File: config.mk
export PLATFORM = sky130hd
export DESIGN_NAME = line_feed_scheduler
export DESIGN_NICKNAME = d
export VERILOG_FILES = /design/src/rtl/line_feed_scheduler.sv
export SDC_FILE = /design/constraint.sdc
export NUM_CORES = 1
export LEC_CHECK = 0
export BUFFER_PORTS_ARGS = -buffer_cell sky130_fd_sc_hd__buf_2
export CAP_MARGIN = 20
export CORE_UTILIZATION = 50
export DETAILED_ROUTE_END_ITERATION = 7
export GPL_TIMING_DRIVEN = 0
export PLACE_DENSITY = 0.81
export SKIP_CTS_REPAIR_TIMING = 1
export SLEW_MARGIN = 25
export SYNTH_ARGS = -nofsm -noshare
export SYNTH_HDL_FRONTEND = slang
export SYNTH_SLANG_ARGS = --single-unit
File: constraint.sdc
create_clock -name clk -period 2.9 [get_ports clk]
set_input_delay 0.29 -clock clk [delete_from_list [all_inputs] [get_ports clk]]
set_output_delay 0.29 -clock clk [all_outputs]
set_load 0.005 [all_outputs]
File: src/rtl/line_feed_scheduler.sv
// Credit-metered pixel sequencer feeding the 4-line-buffer 3x3 window unit.
// Adds optional zero pad lines and tracks line-done interrupts per frame.
module line_feed_scheduler #(
    parameter int DATA_W     = 8,
    parameter int LINE_WIDTH = 512,
    parameter int IMG_HEIGHT = 512,
    parameter int NUM_LB     = 4,
    parameter int PAD_EN     = 1
) (
    input  logic              clk,
    input  logic              reset,
    input  logic              start,
    output logic              busy,
    output logic              frame_done,
    input  logic [DATA_W-1:0] s_data,
    input  logic              s_valid,
    output logic              s_ready,
    output logic [DATA_W-1:0] pix_data,
    output logic              pix_valid,
    output logic              lb_clear,
    input  logic              line_irq,
    output logic [11:0]       rows_done,
    output logic              irq_err
);

    localparam int PW = (LINE_WIDTH > 1) ? $clog2(LINE_WIDTH) : 1;
    localparam int CW = $clog2(NUM_LB + 1);
    localparam int L  = IMG_HEIGHT + 2 * PAD_EN;
    localparam int R  = L - 2;

    localparam logic [11:0]   LAST_LINE = 12'(L - 1);
    localparam logic [11:0]   ROWS      = 12'(R);
    localparam logic [PW-1:0] LAST_PIX  = PW'(LINE_WIDTH - 1);
    localparam logic [CW-1:0] FULL      = CW'(NUM_LB);

    typedef enum logic [2:0] {
        IDLE,
        CLEAR,
        FEED,
        WAIT,
        DRAIN
    } state_t;

    state_t        state;
    state_t        stateNext;
    logic [CW-1:0] credits;
    logic [PW-1:0] pixCnt;
    logic [11:0]   lineCnt;

    logic        padLine;
    logic        haveSlot;
    logic        emit;
    logic        takeCredit;
    logic        irqLive;
    logic        irqFull;
    logic        giveCredit;
    logic        lineEnd;
    logic [11:0] rowsInc;

    always_comb begin
        padLine    = (PAD_EN != 0) && (lineCnt == 12'd0 || lineCnt == LAST_LINE);
        // mid-line pixels never need a credit; only a line start does
        haveSlot   = (pixCnt != '0) || (credits != '0);
        s_ready    = (state == FEED) && !padLine && haveSlot;
        emit       = (state == FEED) && haveSlot && (padLine || s_valid);
        takeCredit = emit && (pixCnt == '0);
        lineEnd    = emit && (pixCnt == LAST_PIX);
        irqLive    = line_irq && (state != IDLE);
        irqFull    = irqLive && (credits == FULL);
        giveCredit = irqLive && !irqFull;
        rowsInc    = rows_done + 12'(irqLive);
    end

    always_comb begin
        stateNext  = state;
        frame_done = 1'b0;
        lb_clear   = (state == CLEAR);
        busy       = (state != IDLE);
        case (state)
            IDLE: begin
                if (start) stateNext = CLEAR;
            end
            CLEAR: begin
                stateNext = FEED;
            end
            FEED: begin
                if (lineEnd && lineCnt == LAST_LINE) begin
                    stateNext = DRAIN;
                end else if (pixCnt == '0 && credits == '0) begin
                    stateNext = WAIT;
                end
            end
            WAIT: begin
                if (giveCredit || credits != '0) stateNext = FEED;
            end
            DRAIN: begin
                if (rowsInc >= ROWS) begin
                    frame_done = 1'b1;
                    stateNext  = IDLE;
                end
            end
            default: stateNext = IDLE;
        endcase
    end

    always_ff @(posedge clk) begin
        if (reset) begin
            state     <= IDLE;
            credits   <= FULL;
            pixCnt    <= '0;
            lineCnt   <= '0;
            rows_done <= '0;
            irq_err   <= 1'b0;
            pix_data  <= '0;
            pix_valid <= 1'b0;
        end else begin
            state     <= stateNext;
            pix_valid <= emit;
            if (emit) pix_data <= padLine ? '0 : s_data;

            if (state == IDLE) begin
                if (start) begin
                    rows_done <= '0;
                    irq_err   <= 1'b0;
                    credits   <= FULL;
                    pixCnt    <= '0;
                    lineCnt   <= '0;
                end else if (line_irq) begin
                    irq_err <= 1'b1;
                end
            end else begin
                credits   <= credits - CW'(takeCredit) + CW'(giveCredit);
                rows_done <= rowsInc;
                if (irqFull) irq_err <= 1'b1;
                if (emit) pixCnt <= lineEnd ? '0 : pixCnt + PW'(1);
                if (lineEnd) lineCnt <= lineCnt + 12'd1;
            end
        end
    end

endmodule

==> results summary <==
The worst clock skew came out at 0.0117 ns. Power spread over the standard cell area amounts to 514 nW/um2. Yosys printed 0 warnings. The number of DRC markers after the initial detailed-route iteration came out at 148. At the end of routability-driven placement, the weighted congestion stood at 0.802. The total setup violations reported at the end of the flow came out at 3. The number of diodes added for antenna fixing came out at 0. For the worst setup path, the data arrival time is 3.29 ns. The endpoint required time on the critical path came out at 3.11 ns. The checks that failed: setup timing. After floorplanning, the core was divided into 25 placement rows. The antenna violation net count after detailed routing is 0.

Of the total power, registers draw 46.6%. The buffer depth of the longest clock path is 2. The starting density of the core is 52.7%.

After synthesis, the mean cell area works out to 8.35 um2. The placement-stage cell area is 2820 um2. The total wirelength of the detailed-routed design is 6040 um. The count of different cell masters after synthesis is 47. The die width came out at 73.2 um.

The number of port buffers is 37. The floorplan step defined a core boundary enclosing 4820 um2. The net count after synthesis is 328. The number of iterations in the first detailed-routing pass came out at 4.

The summed instance area of the synthesized netlist came out at 2540 um2. The leakage power came out at 1.25 nW. After the flow finishes, the layout carries non-filler instances totaling 417. Per report_power, the combinational group accounts for 20.7% of the total. The category of the most critical setup path is reg -> reg.

The number of global-route vias before repair came out at 2190. In the routed design, unresolved DRC markers number 0. The relative max-transition margin is 44.4%. The met3 demand-to-capacity share in global routing came out at 3.45%. During I/O placement, the number of pins put on the boundary was 39. The analysis attributes to net switching a power of 0.000465 W. The tightest min-delay check is of the in -> reg type. The category of the worst setup path capture point is a register. TritonCTS built the clock tree. The flow ran to the end, but the final reports show violations. For the pin with the worst max-slew slack, the measured transition is 0.830 ns.

The total non-filler cell area in the finished layout is 3010 um2. The global-route usage over all layers came out at 23.3%. The net count of the finished layout is 373. Clock tree synthesis inserted a total of 5 buffers. The vertical die dimension came out at 73.2 um.

In the synthesized netlist the dominant register cell turns out to be dfxtp_1. The post-route netlist has 21.1% of its cells at a drive strength greater than 1. From synthesis to final layout, the design area changed by 18.4%.

For this run, the top clock speed supported by timing is 325 MHz. Clock-pin slew was measured on the worst setup and hold paths at 0.10 ns. The number of pins with negative max-slew slack in the final report came out at 0. The clock net in this run drives a total of 49 sinks. The final period utilization came out at 106%. Global routing consumed, on the met1 layer, 29.6% of the routing resources. The largest net degree at the start of global routing is 17. The worst-case setup margin in the final layout is -0.174 ns. CTS built an H-tree with a depth of 2.

After synthesis, the share of flip-flops with an asynchronous set or reset is 0%. The time the worst path needs with I/O delays and setup came out at 3.07 ns. The largest fanout of any net on the critical path is 5.

The busiest metal layer after global routing is met2. The HPWL after detailed placement is 4210 um. Summing the sequential cell areas from Yosys gives 38.7% of the chip area.

STA classifies the critical path startpoint as a register. The first-pass GRT wire length is 9620 um. The clock insertion delay at the later pin of the skew report is 0.31 ns.

The number of antenna violations at the first check in global routing is 0. The accumulated negative setup slack is -0.347 ns. Internal power comes to 0.00108 W.

The routed wirelength normalized by instance count is 14.5 um. The count of vias placed by the detailed router came out at 2395. The clock root buffer is clkbuf_8. VDD sags by at most 0.262 mV. The met2 layer usage reported by global route came out at 38.9%.

The number of synthesized flops with an enable pin is 0. The switching share of power came out at 30.1%. At the placement stage, the worst setup path has a slack of -0.322 ns.

The number of max-capacitance violations reported is 0. The count of placed standard cells including taps is 408. The flip-flop and latch count after synthesis came out at 49.

The die covers 5360 um2. The total power is 0.00154 W. The final-report hold violation count is 0. The synthesized netlist cell count is 304. After detailed routing, the number of vias per cell comes to 5.74. The total congestion overflow after global routing came out at 0. The clock network fraction of design power came out at 32.7%. Setup repair after global routing could not meet its margin everywhere.
-- final cells by class --
| cell class | count | area (um2) |
|---|---|---|
| Clock inverter | 3 | 43.8 |
| Multi-Input combinational cell | 229 | 1520 |
| Fill cell | 441 | 1810 |
| Inverter | 14 | 52.6 |
| Sequential cell | 49 | 983 |
| Tap cell | 67 | 83.8 |
| Timing Repair Buffer | 40 | 208 |
| Clock buffer | 5 | 68.8 |
| Buffer | 10 | 50.0 |
-- layer usage --
| layer | vias to the layer above | part of all wire, % | wire length (um) |
|---|---|---|---|
| met4 | 0 | 1.8 | 106 |
| met3 | 11 | 3.4 | 206 |
| li1 | 1187 | - | - |
| met1 | 1141 | 47 | 2850 |
| met5 | - | 0 | 0 |
| met2 | 56 | 48 | 2880 |
-- through the flow --
step	util [%]	hold WS (ns)
finish	62.4	0.183
global route	62.4	0.191
CTS	60.8	0.180
detailed placement	58.4	0.461
global placement	58.4	0.453
floorplan	-	0.416
-- power groups by stage --
stage / logic [W] / clock network, W / registers [W]
6_report: 0.000320 / 0.000505 / 0.000719
5_1_grt: 0.000355 / 0.000532 / 0.000722
4_1_cts: 0.000292 / 0.000509 / 0.000709
3_5_place_dp: 0.000291 / 0 / 0.000724
3_3_place_gp: 0.000283 / 0 / 0.000724
2_1_floorplan: 0.000210 / 0 / 0.000723
-- state kept, by name, summed over array words and instances, names as in the netlist --
register and count:
irq_err 1, pixCnt 9, pix_data 8, pix_valid 1, state 3, credits 3, lineCnt 12, rows_done 12
-- cell families after synthesis --
| family | Yosys count | share of synthesized area (%) |
|---|---|---|
| and+or+nand+nor | 134 | 28.1 |
| AOI/OAI and AO/OA | 73 | 19.6 |
| DFF | 49 | 38.7 |
| buffers and inverters | 26 | 3.90 |
| adders and majority gates | 11 | 5.72 |
| xor gates and xnor gates | 6 | 2.07 |
| muxes | 5 | 2.02 |
-- synthesized netlist by cell type (4+ instances only) --
master,number,area share (%)
a31oi_1,4,0.99
a22o_1,8,2.8
mux2i_1,4,1.6
ha_1,10,4.9
nor2_1,28,4.1
nand2_1,27,4.0
o21a_1,5,1.5
o21ai_0,13,2.6
o21bai_1,4,1.2
a21oi_1,20,3.9
inv_1,14,2.1
dfxtp_1,49,39
nand3_1,21,4.1
clkbuf_1,11,1.6
a21o_1,6,1.8
and3_1,4,0.99
nand3b_1,5,1.5
or3_1,10,2.5
xor2_1,4,1.4
nor3_1,10,2.0
-- critical path: stages, from the launching register on --
cell and delay [ns]:
dfxtp_2 0.35, or4_4 0.55, o41ai_4 0.49, nand2_2 0.15
nor2_2 0.12, ha_1 0.23, inv_1 0.06, ha_1 0.13
inv_1 0.05, fa_2 0.34, xor2_2 0.16, nor2_1 0.09
o21bai_1 0.07, a21o_1 0.16
-- path summary, 6_finish.rpt --
kind	startpoint	to	slack, ns	depth (start not counted)
worst max-delay path	lineCnt[7]	credits[2]	-0.17	13
worst min-delay path	s_data[1]	pix_data[1]	0.18	2
worst max register to register	lineCnt[7]	credits[2]	-0.17	13
worst min register to register	irq_err	irq_err	0.48	2
-- layout by cell type (no fill, tap or decap), types with 3 or more instances in the layout --
master     n
inv_1     13
a211oi_1   3
ha_1      10
clkbuf_1   7
o21ai_0   13
buf_4      3
xor2_1     3
o21bai_1   4
dfxtp_1   47
clkbuf_8   5
nor2_1    27
a21oi_1   20
mux2i_1    3
or4_1      3
nand3b_1   5
a31oi_1    3
o21a_1     5
nand4b_1   3
or3_1      9
or2_2      3
nand2_1   26
nand2b_1   3
a21o_1     6
nor3_1     9
a22o_1     8
nor3b_1    3
nand3_1   21
and3_1     4
o211ai_1   3
buf_2     38
nand4_1    3
(Power assumes the default switching activity.)
